===== src/rtl/mem_port_arbiter.sv =====
// mem_port_arbiter: shares one memory port between fetch and data requesters, one access at a time
module mem_port_arbiter #(
    parameter int AW      = 32,
    parameter int DW      = 32,
    parameter int MEM_LAT = 2
) (
    input  logic          clk_i,
    input  logic          reset_i,
    input  logic          if_req_i,
    input  logic [AW-1:0] if_addr_i,
    output logic          if_gnt_o,
    output logic          if_valid_o,
    output logic [DW-1:0] if_rdata_o,
    input  logic          d_req_i,
    input  logic          d_we_i,
    input  logic [AW-1:0] d_addr_i,
    input  logic [DW-1:0] d_wdata_i,
    output logic          d_gnt_o,
    output logic          d_valid_o,
    output logic [DW-1:0] d_rdata_o,
    output logic [AW-1:0] mem_addr_o,
    output logic [DW-1:0] mem_wdata_o,
    output logic          mem_oe_o,
    output logic          mem_we_o,
    input  logic [DW-1:0] mem_rdata_i
);
    localparam int CW = $clog2(MEM_LAT + 1);

    typedef enum logic [1:0] {IDLE, READ, WRITE} state_e;

    state_e        state_q, state_d;
    logic [CW-1:0] cnt_q, cnt_d;
    logic [1:0]    streak_q, streak_d;
    logic          rd_if_q, rd_if_d;
    logic          if_gnt_q, if_gnt_d, if_valid_q, if_valid_d;
    logic          d_gnt_q, d_gnt_d, d_valid_q, d_valid_d;
    logic          mem_oe_q, mem_oe_d, mem_we_q, mem_we_d;
    logic [DW-1:0] if_rdata_q, if_rdata_d, d_rdata_q, d_rdata_d, mem_wdata_q, mem_wdata_d;
    logic [AW-1:0] mem_addr_q, mem_addr_d;
    logic          d_win;

    // data normally wins; two data grants in a row let a waiting fetch through
    assign d_win = d_req_i && !(streak_q == 2'd2 && if_req_i);

    always_comb begin
        state_d     = state_q;
        cnt_d       = cnt_q;
        streak_d    = streak_q;
        rd_if_d     = rd_if_q;
        if_gnt_d    = 1'b0;
        if_valid_d  = 1'b0;
        d_gnt_d     = 1'b0;
        d_valid_d   = 1'b0;
        mem_oe_d    = 1'b0;
        mem_we_d    = 1'b0;
        if_rdata_d  = if_rdata_q;
        d_rdata_d   = d_rdata_q;
        mem_addr_d  = mem_addr_q;
        mem_wdata_d = mem_wdata_q;
        case (state_q)
            IDLE: begin
                if (d_win) begin
                    d_gnt_d    = 1'b1;
                    mem_addr_d = d_addr_i;
                    streak_d   = streak_q == 2'd2 ? 2'd2 : streak_q + 2'd1;
                    state_d    = d_we_i ? WRITE : READ;
                    mem_we_d   = d_we_i;
                    mem_oe_d   = !d_we_i;
                    cnt_d      = d_we_i ? cnt_q : CW'(1);
                    rd_if_d    = 1'b0;
                    if (d_we_i) mem_wdata_d = d_wdata_i;
                end else if (if_req_i) begin
                    if_gnt_d   = 1'b1;
                    mem_addr_d = if_addr_i;
                    streak_d   = 2'd0;
                    state_d    = READ;
                    mem_oe_d   = 1'b1;
                    cnt_d      = CW'(1);
                    rd_if_d    = 1'b1;
                end
            end
            READ: begin
                if (cnt_q == CW'(MEM_LAT)) begin
                    state_d    = IDLE;
                    cnt_d      = '0;
                    if_valid_d = rd_if_q;
                    d_valid_d  = !rd_if_q;
                    if_rdata_d = rd_if_q ? mem_rdata_i : if_rdata_q;
                    d_rdata_d  = rd_if_q ? d_rdata_q : mem_rdata_i;
                end else begin
                    cnt_d    = cnt_q + CW'(1);
                    mem_oe_d = 1'b1;
                end
            end
            WRITE: begin
                state_d   = IDLE;
                d_valid_d = 1'b1;
            end
            default: state_d = IDLE;
        endcase
    end

    always_ff @(posedge clk_i) begin
        if (reset_i) begin
            state_q     <= IDLE;
            cnt_q       <= '0;
            streak_q    <= '0;
            rd_if_q     <= 1'b0;
            if_gnt_q    <= 1'b0;
            if_valid_q  <= 1'b0;
            d_gnt_q     <= 1'b0;
            d_valid_q   <= 1'b0;
            mem_oe_q    <= 1'b0;
            mem_we_q    <= 1'b0;
            if_rdata_q  <= '0;
            d_rdata_q   <= '0;
            mem_addr_q  <= '0;
            mem_wdata_q <= '0;
        end else begin
            state_q     <= state_d;
            cnt_q       <= cnt_d;
            streak_q    <= streak_d;
            rd_if_q     <= rd_if_d;
            if_gnt_q    <= if_gnt_d;
            if_valid_q  <= if_valid_d;
            d_gnt_q     <= d_gnt_d;
            d_valid_q   <= d_valid_d;
            mem_oe_q    <= mem_oe_d;
            mem_we_q    <= mem_we_d;
            if_rdata_q  <= if_rdata_d;
            d_rdata_q   <= d_rdata_d;
            mem_addr_q  <= mem_addr_d;
            mem_wdata_q <= mem_wdata_d;
        end
    end

    assign if_gnt_o    = if_gnt_q;
    assign if_valid_o  = if_valid_q;
    assign if_rdata_o  = if_rdata_q;
    assign d_gnt_o     = d_gnt_q;
    assign d_valid_o   = d_valid_q;
    assign d_rdata_o   = d_rdata_q;
    assign mem_addr_o  = mem_addr_q;
    assign mem_wdata_o = mem_wdata_q;
    assign mem_oe_o    = mem_oe_q;
    assign mem_we_o    = mem_we_q;
endmodule


===== config.mk =====
export PLATFORM = sky130hd
export DESIGN_NAME = mem_port_arbiter
export DESIGN_NICKNAME = d
export VERILOG_FILES = /design/src/rtl/mem_port_arbiter.sv
export SDC_FILE = /design/constraint.sdc
export NUM_CORES = 1
export LEC_CHECK = 0
export ABC_AREA = 1
export CORE_ASPECT_RATIO = 1.5
export CORE_MARGIN = 2
export CORE_UTILIZATION = 37
export CTS_BUF_LIST = sky130_fd_sc_hd__clkbuf_16
export CTS_CLUSTER_DIAMETER = 80
export DETAILED_ROUTE_END_ITERATION = 12
export PLACE_DENSITY = 0.77
export SYNTH_ARGS = -nofsm -noshare
export SYNTH_HDL_FRONTEND = slang
export SYNTH_SLANG_ARGS = --single-unit

===== constraint.sdc =====
create_clock -name clk_i -period 1.3 [get_ports clk_i]
set_input_delay 0.13 -clock clk_i [delete_from_list [all_inputs] [get_ports clk_i]]
set_output_delay 0.13 -clock clk_i [all_outputs]
set_load 0.03 [all_outputs]

---- Yosys cells after proc, flatten, opt, wreduce, memory -nomap -nowiden ----
Cells that the tools add are included.
Widths: inputs -> output; s select.
operators by class
  $add $sub $neg .......................... 2
  $mul .................................... 0
  div/mod/pow operators ................... 0
  order comparisons ....................... 0
  eq/ne operators ......................... 7
  shift-type cells ........................ 0
  muxes and demuxes ....................... 23
  bitwise gates (word level) .............. 5
  reductions and logical operators ........ 18
operators with widths
  operator             number
  $mux 32              2
  $mux 2               10
  $reduce_and 3->1     4
  $reduce_or 3->1      3
  $pmux 2 s2           2
  $mux 1               7
  $eq 2x2->1 const B   3
  $ne 3x3->1 const B   2
  $not 1->1            5
  $add 2x1->2 const B  2
  $pmux 1 s2           2
  $reduce_and 2->1     2
  $reduce_bool 2->1    2
  $logic_not 1->1      3
  $eq 2x1->1 const B   1
  $logic_and 1x1->1    2
  $logic_not 2->1      1
  $ne 2x2->1 const B   1
  $reduce_or 2->1      1
storage, ports and cells
  bits in registers ....................... 141
  bits in latches ......................... 0
  bits in writable memories ............... 0
  memory bits (read-only) ................. 0
  input bits .............................. 133
  output and inout port bits .............. 134
  word-level logic and storage cells ...... 69
  memories kept ........................... 0

---- Logic depth before layout (Yosys ltp) ----
  depth after elaboration ................. 6
  depth in mapped cells ................... 10
  mapped depth without buffers ............ 9

---- Least setup slack after synthesis ----
No wires, ideal clock.
  kind .................................... register to register
  start ................................... register state_q[0]
  end ..................................... register mem_addr_q[13], in the netlist mem_addr_o[13]
  setup time .............................. 117 ps
  arrival time ............................ 1244 ps
  required time ........................... 1183 ps
  slack ................................... -61 ps
  stages on the path, launching flop included .. 9
  path buffers ............................ 1
  clock period less this slack ............ 1361 ps
  path through ............................ dfxtp_1 inv_1 ha_1 inv_2 nor2_8 inv_6 buf_6 nor2_1 nor2_1
on the way
  word-level cells in the longest chain between the ends .. 2
ends and longest elaborated chain
  what                        line  text
  start, declared             31    state_e state_q, state_d;
  start signal, assigned      120   state_q <= state_d;
  $logic_not 2->1             60    case (state_q)
  $reduce_and 2->1 (no line)  --
  end signal, assigned        132   mem_addr_q <= mem_addr_d;
  end, declared               39    logic [AW-1:0] mem_addr_q, mem_addr_d;
No other way between the ends.
A chain may end at the register's enable or synchronous reset.

---- Worst setup path in the final report ----
  start ................................... register state_q[0]
  end ..................................... register if_rdata_q[7], in the netlist if_rdata_o[7]
on the way
  word-level cells in the longest chain between the ends .. 2
ends and longest elaborated chain
  what                        line  text
  $eq 2x1->1                  60
  $reduce_and 3->1 (no line)  --
  end signal, assigned        130   if_rdata_q <= if_rdata_d;
  end, declared               38    logic [DW-1:0] if_rdata_q, if_rdata_d, d_rdata_q, d_rdata_d, mem_wdata_q, mem_wdata_d;
No other way between the ends.

==> impl_metrics.env <==
export IMPL_finalHoldViolCount=0
export IMPL_fp_dieW_um=104
export IMPL_antenna_found_initial=0
export IMPL_violations="setup timing"
export IMPL_fill_cells=1201
export IMPL_synth_distinct_cells=24
export IMPL_slowest_delay_ns=0.35
export IMPL_cts_tree="yes"
export IMPL_overflow=0
export IMPL_port_buffers=266
export IMPL_cts_clk_slew_worst_paths_ns=0.06
export IMPL_synth_top_area_share_pct=51.0
export IMPL_leakage_nw=4.09
export IMPL_maxClockFrequency_ghz=0.732
export IMPL_start_util_pct=37.9
export IMPL_status="finished with violations"
export IMPL_wl_mm=18.2
export IMPL_synthToLayoutAreaGrowth_pct=78.0
export IMPL_finalMaxSlewViolations=0
export IMPL_synthCells=740
export IMPL_cp_required_ns=1.58
export IMPL_tightest_slew_ns=0.367
export IMPL_num_vias=5992
export IMPL_slowest_stage="dfxtp_2"
export IMPL_synth_fp_nets=878
export IMPL_rows=54
export IMPL_cts_sinks=141
export IMPL_core_area_mm2=0.0146
export IMPL_cts_buffer_depth=2
export IMPL_clk_latency_ns=0.40
export IMPL_track_usage_pct=21.4
export IMPL_yosys_area_top_type="dfxtp_1"
export IMPL_cp_num_buf_inv=3
export IMPL_cts_buffers=17
export IMPL_yosys_warnings=0
export IMPL_setup_violations_final=50
export IMPL_cts_max_level=4
export IMPL_power_density_mw_per_mm2=1360
export IMPL_multi_input_area_mm2=0.00268
export IMPL_top_level_ports=267
export IMPL_drt_first_iter_violations=227
export IMPL_ys_ff_latch=141
export IMPL_drc_errors=0
export IMPL_critPathKind="flip-flop to flip-flop"
export IMPL_dpl_hpwl_mm=12.0
export IMPL_slew_headroom_pct=75.7
export IMPL_r2r_slack_ns=-0.07
export IMPL_path_delay_family="buffers and inverters"
export IMPL_synthTopCellsByArea="dfxtp_1, nand2_1, nor2_1"
export IMPL_worstPathMaxFanout=6
export IMPL_post_route_cell_area_mm2=0.00985
export IMPL_ys_seq_area_share_pct=51.0
export IMPL_place_gp_congestion=0.828
export IMPL_grt_max_degree=33
export IMPL_grt_pass1_vias=5660
export IMPL_wl_per_cell_um=14.6
export IMPL_cp_end_kind="flip-flop"
export IMPL_drtPass1Iterations=4
export IMPL_hold_class="input pin to flip-flop"
export IMPL_fin_skew_ns=0.00802
export IMPL_synth_area_per_cell_um2=7.48
export IMPL_die_y_um=154
export IMPL_finalCriticalPeriod_ns=1.37
export IMPL_dp_slack_ns=-0.345
export IMPL_vdd_ir_drop_max_mv=0.812
export IMPL_drive_gt1_share_pct=19.9
export IMPL_dieArea_mm2=0.0160
export IMPL_place_area_mm2=0.00866
export IMPL_crit_chain="buf_6 -> ha_4 -> nand3_4 -> buf_12 -> clkbuf_16 -> o21ai_2 -> a21oi_1"
export IMPL_synth_area_mm2=0.00553
export IMPL_vias_per_cell=4.82
export IMPL_period_share_pct=105
export IMPL_startpoint_type="flip-flop"
export IMPL_setup_slack_ns=-0.0656
export IMPL_final_nets=1173
export IMPL_max_cap_viol_count=0
export IMPL_seqCellArea_mm2=0.00283
export IMPL_grt_pass1_wl_mm=27.8
export IMPL_grt_setup_unrepaired="yes"
export IMPL_insertedDiodeCount=0
export IMPL_worst_ep_arrival_time_ns=1.65
export IMPL_antenna_left=0
export IMPL_cts_root_buf="clkbuf_16"
==> cells by family (layout without fill, tap and decap cells) <==
group	Yosys count	in the layout	share of synthesized area, %
AOI/OAI and AO/OA	170	170	15.4
DFF	141	141	51.0
adders and majority gates	5	5	1.13
and+or+nand+nor	331	331	24.4
buffers and inverters	93	401	8.08
==> Yosys cell counts (all sizes together) <==
master and count:
inv 42, nand2 150, dfxtp 141, buf 26, clkinv 1, ha 5
o21ai 98, nor2 142, nand3 36, nor3 2, a21oi 72, clkbuf 24
nand4 1
==> per-stage QoR <==
| step | total power [W] | std cells | hold slack (ns) | setup TNS (ns) | utilization, % |
|---|---|---|---|---|---|
| 3_5_place_dp | 0.00837 | 1194 | 0.434 | -17.94 | 59.3 |
| 4_1_cts | 0.0132 | 1234 | 0.278 | -0.0515 | 63.9 |
| 3_3_place_gp | 0.00833 | 1194 | 0.430 | -13.33 | 59.3 |
| 5_1_grt | 0.0140 | 1244 | 0.297 | -8.61 | 67.5 |
| 2_1_floorplan | 0.00683 | 740 | 0.290 | -0.496 | - |
| 6_report | 0.0134 | 1244 | 0.299 | -1.26 | 67.5 |
==> final timing paths <==
path                               startpoint              end  cells after the start
worst max-delay path               state_q[0]    if_rdata_o[7]                      7
worst min-delay path            d_wdata_i[15]  mem_wdata_o[15]                      3
worst max register to register     state_q[0]    if_rdata_o[7]                      7
worst min register to register  if_rdata_o[3]    if_rdata_o[3]                      2
==> registers in the layout, summed over array words and instances (netlist names) <==
| signal | count |
|---|---|
| cnt_q | 2 |
| d_gnt_o | 1 |
| d_rdata_o | 32 |
| d_valid_o | 1 |
| if_gnt_o | 1 |
| if_rdata_o | 32 |
| if_valid_o | 1 |
| mem_addr_o | 32 |
| mem_oe_o | 1 |
| mem_wdata_o | 32 |
| mem_we_o | 1 |
| rd_if_q | 1 |
| state_q | 2 |
| streak_q | 2 |
==> area by class of cell <==
cell class,count,share of cell area (%)
inverter,43,1.92
tap,196,2.49
sequential,141,28.7
timing repair buffer,325,33.6
clock buffer,17,4.32
multi-input combinational,506,27.2
timing repair inverter,1,0.0890
clock inverter,15,1.65
==> per-layer routing <==
metal  up-vias  wire [um]  GRT usage (%)
li1       2982          -              -
met1      2752       6940           23.6
met2       212       9660           39.1
met3        46        917           4.79
met4         0        638           9.52
met5         -          0              0
==> cells in the final DEF (no fill, tap or decap), drive strengths merged, types with 3 or more instances in the layout <==
master,Yosys,final
a21oi,72,72
nand3,36,36
o21ai,98,98
dfxtp,141,141
clkinvlp,0,3
ha,5,5
clkbuf,24,42
clkdlybuf4s15,0,81
clkdlybuf4s50,0,132
clkinv,1,4
buf,26,56
inv,42,50
nor2,142,142
nand2,150,150
dlygate4sd2,0,31
==> repair_timing <==
action / CTS / global route
setup buffers: 6 / 6
setup endpoints to repair: 266 / 222
resized for setup: 205 / 223
gates cloned: 3 / 4
hold buffers: 0 / 0
pin swaps: 5 / 12
endpoints found under the hold margin: 0 / 0
==> worst min-delay path, cell delays in order <==
cell and delay [ns]:
clkdlybuf4s50_1 0.40, nand3_1 0.08, a21oi_1 0.05
==> where the power goes <==
| group | switching [W] | internal (W) |
|---|---|---|
| combinational | 0.00207 | 0.00159 |
| clock | 0.00195 | 0.00286 |
| sequential | 0.000209 | 0.00470 |
Note: power is estimated with default switching activity, not from simulation.
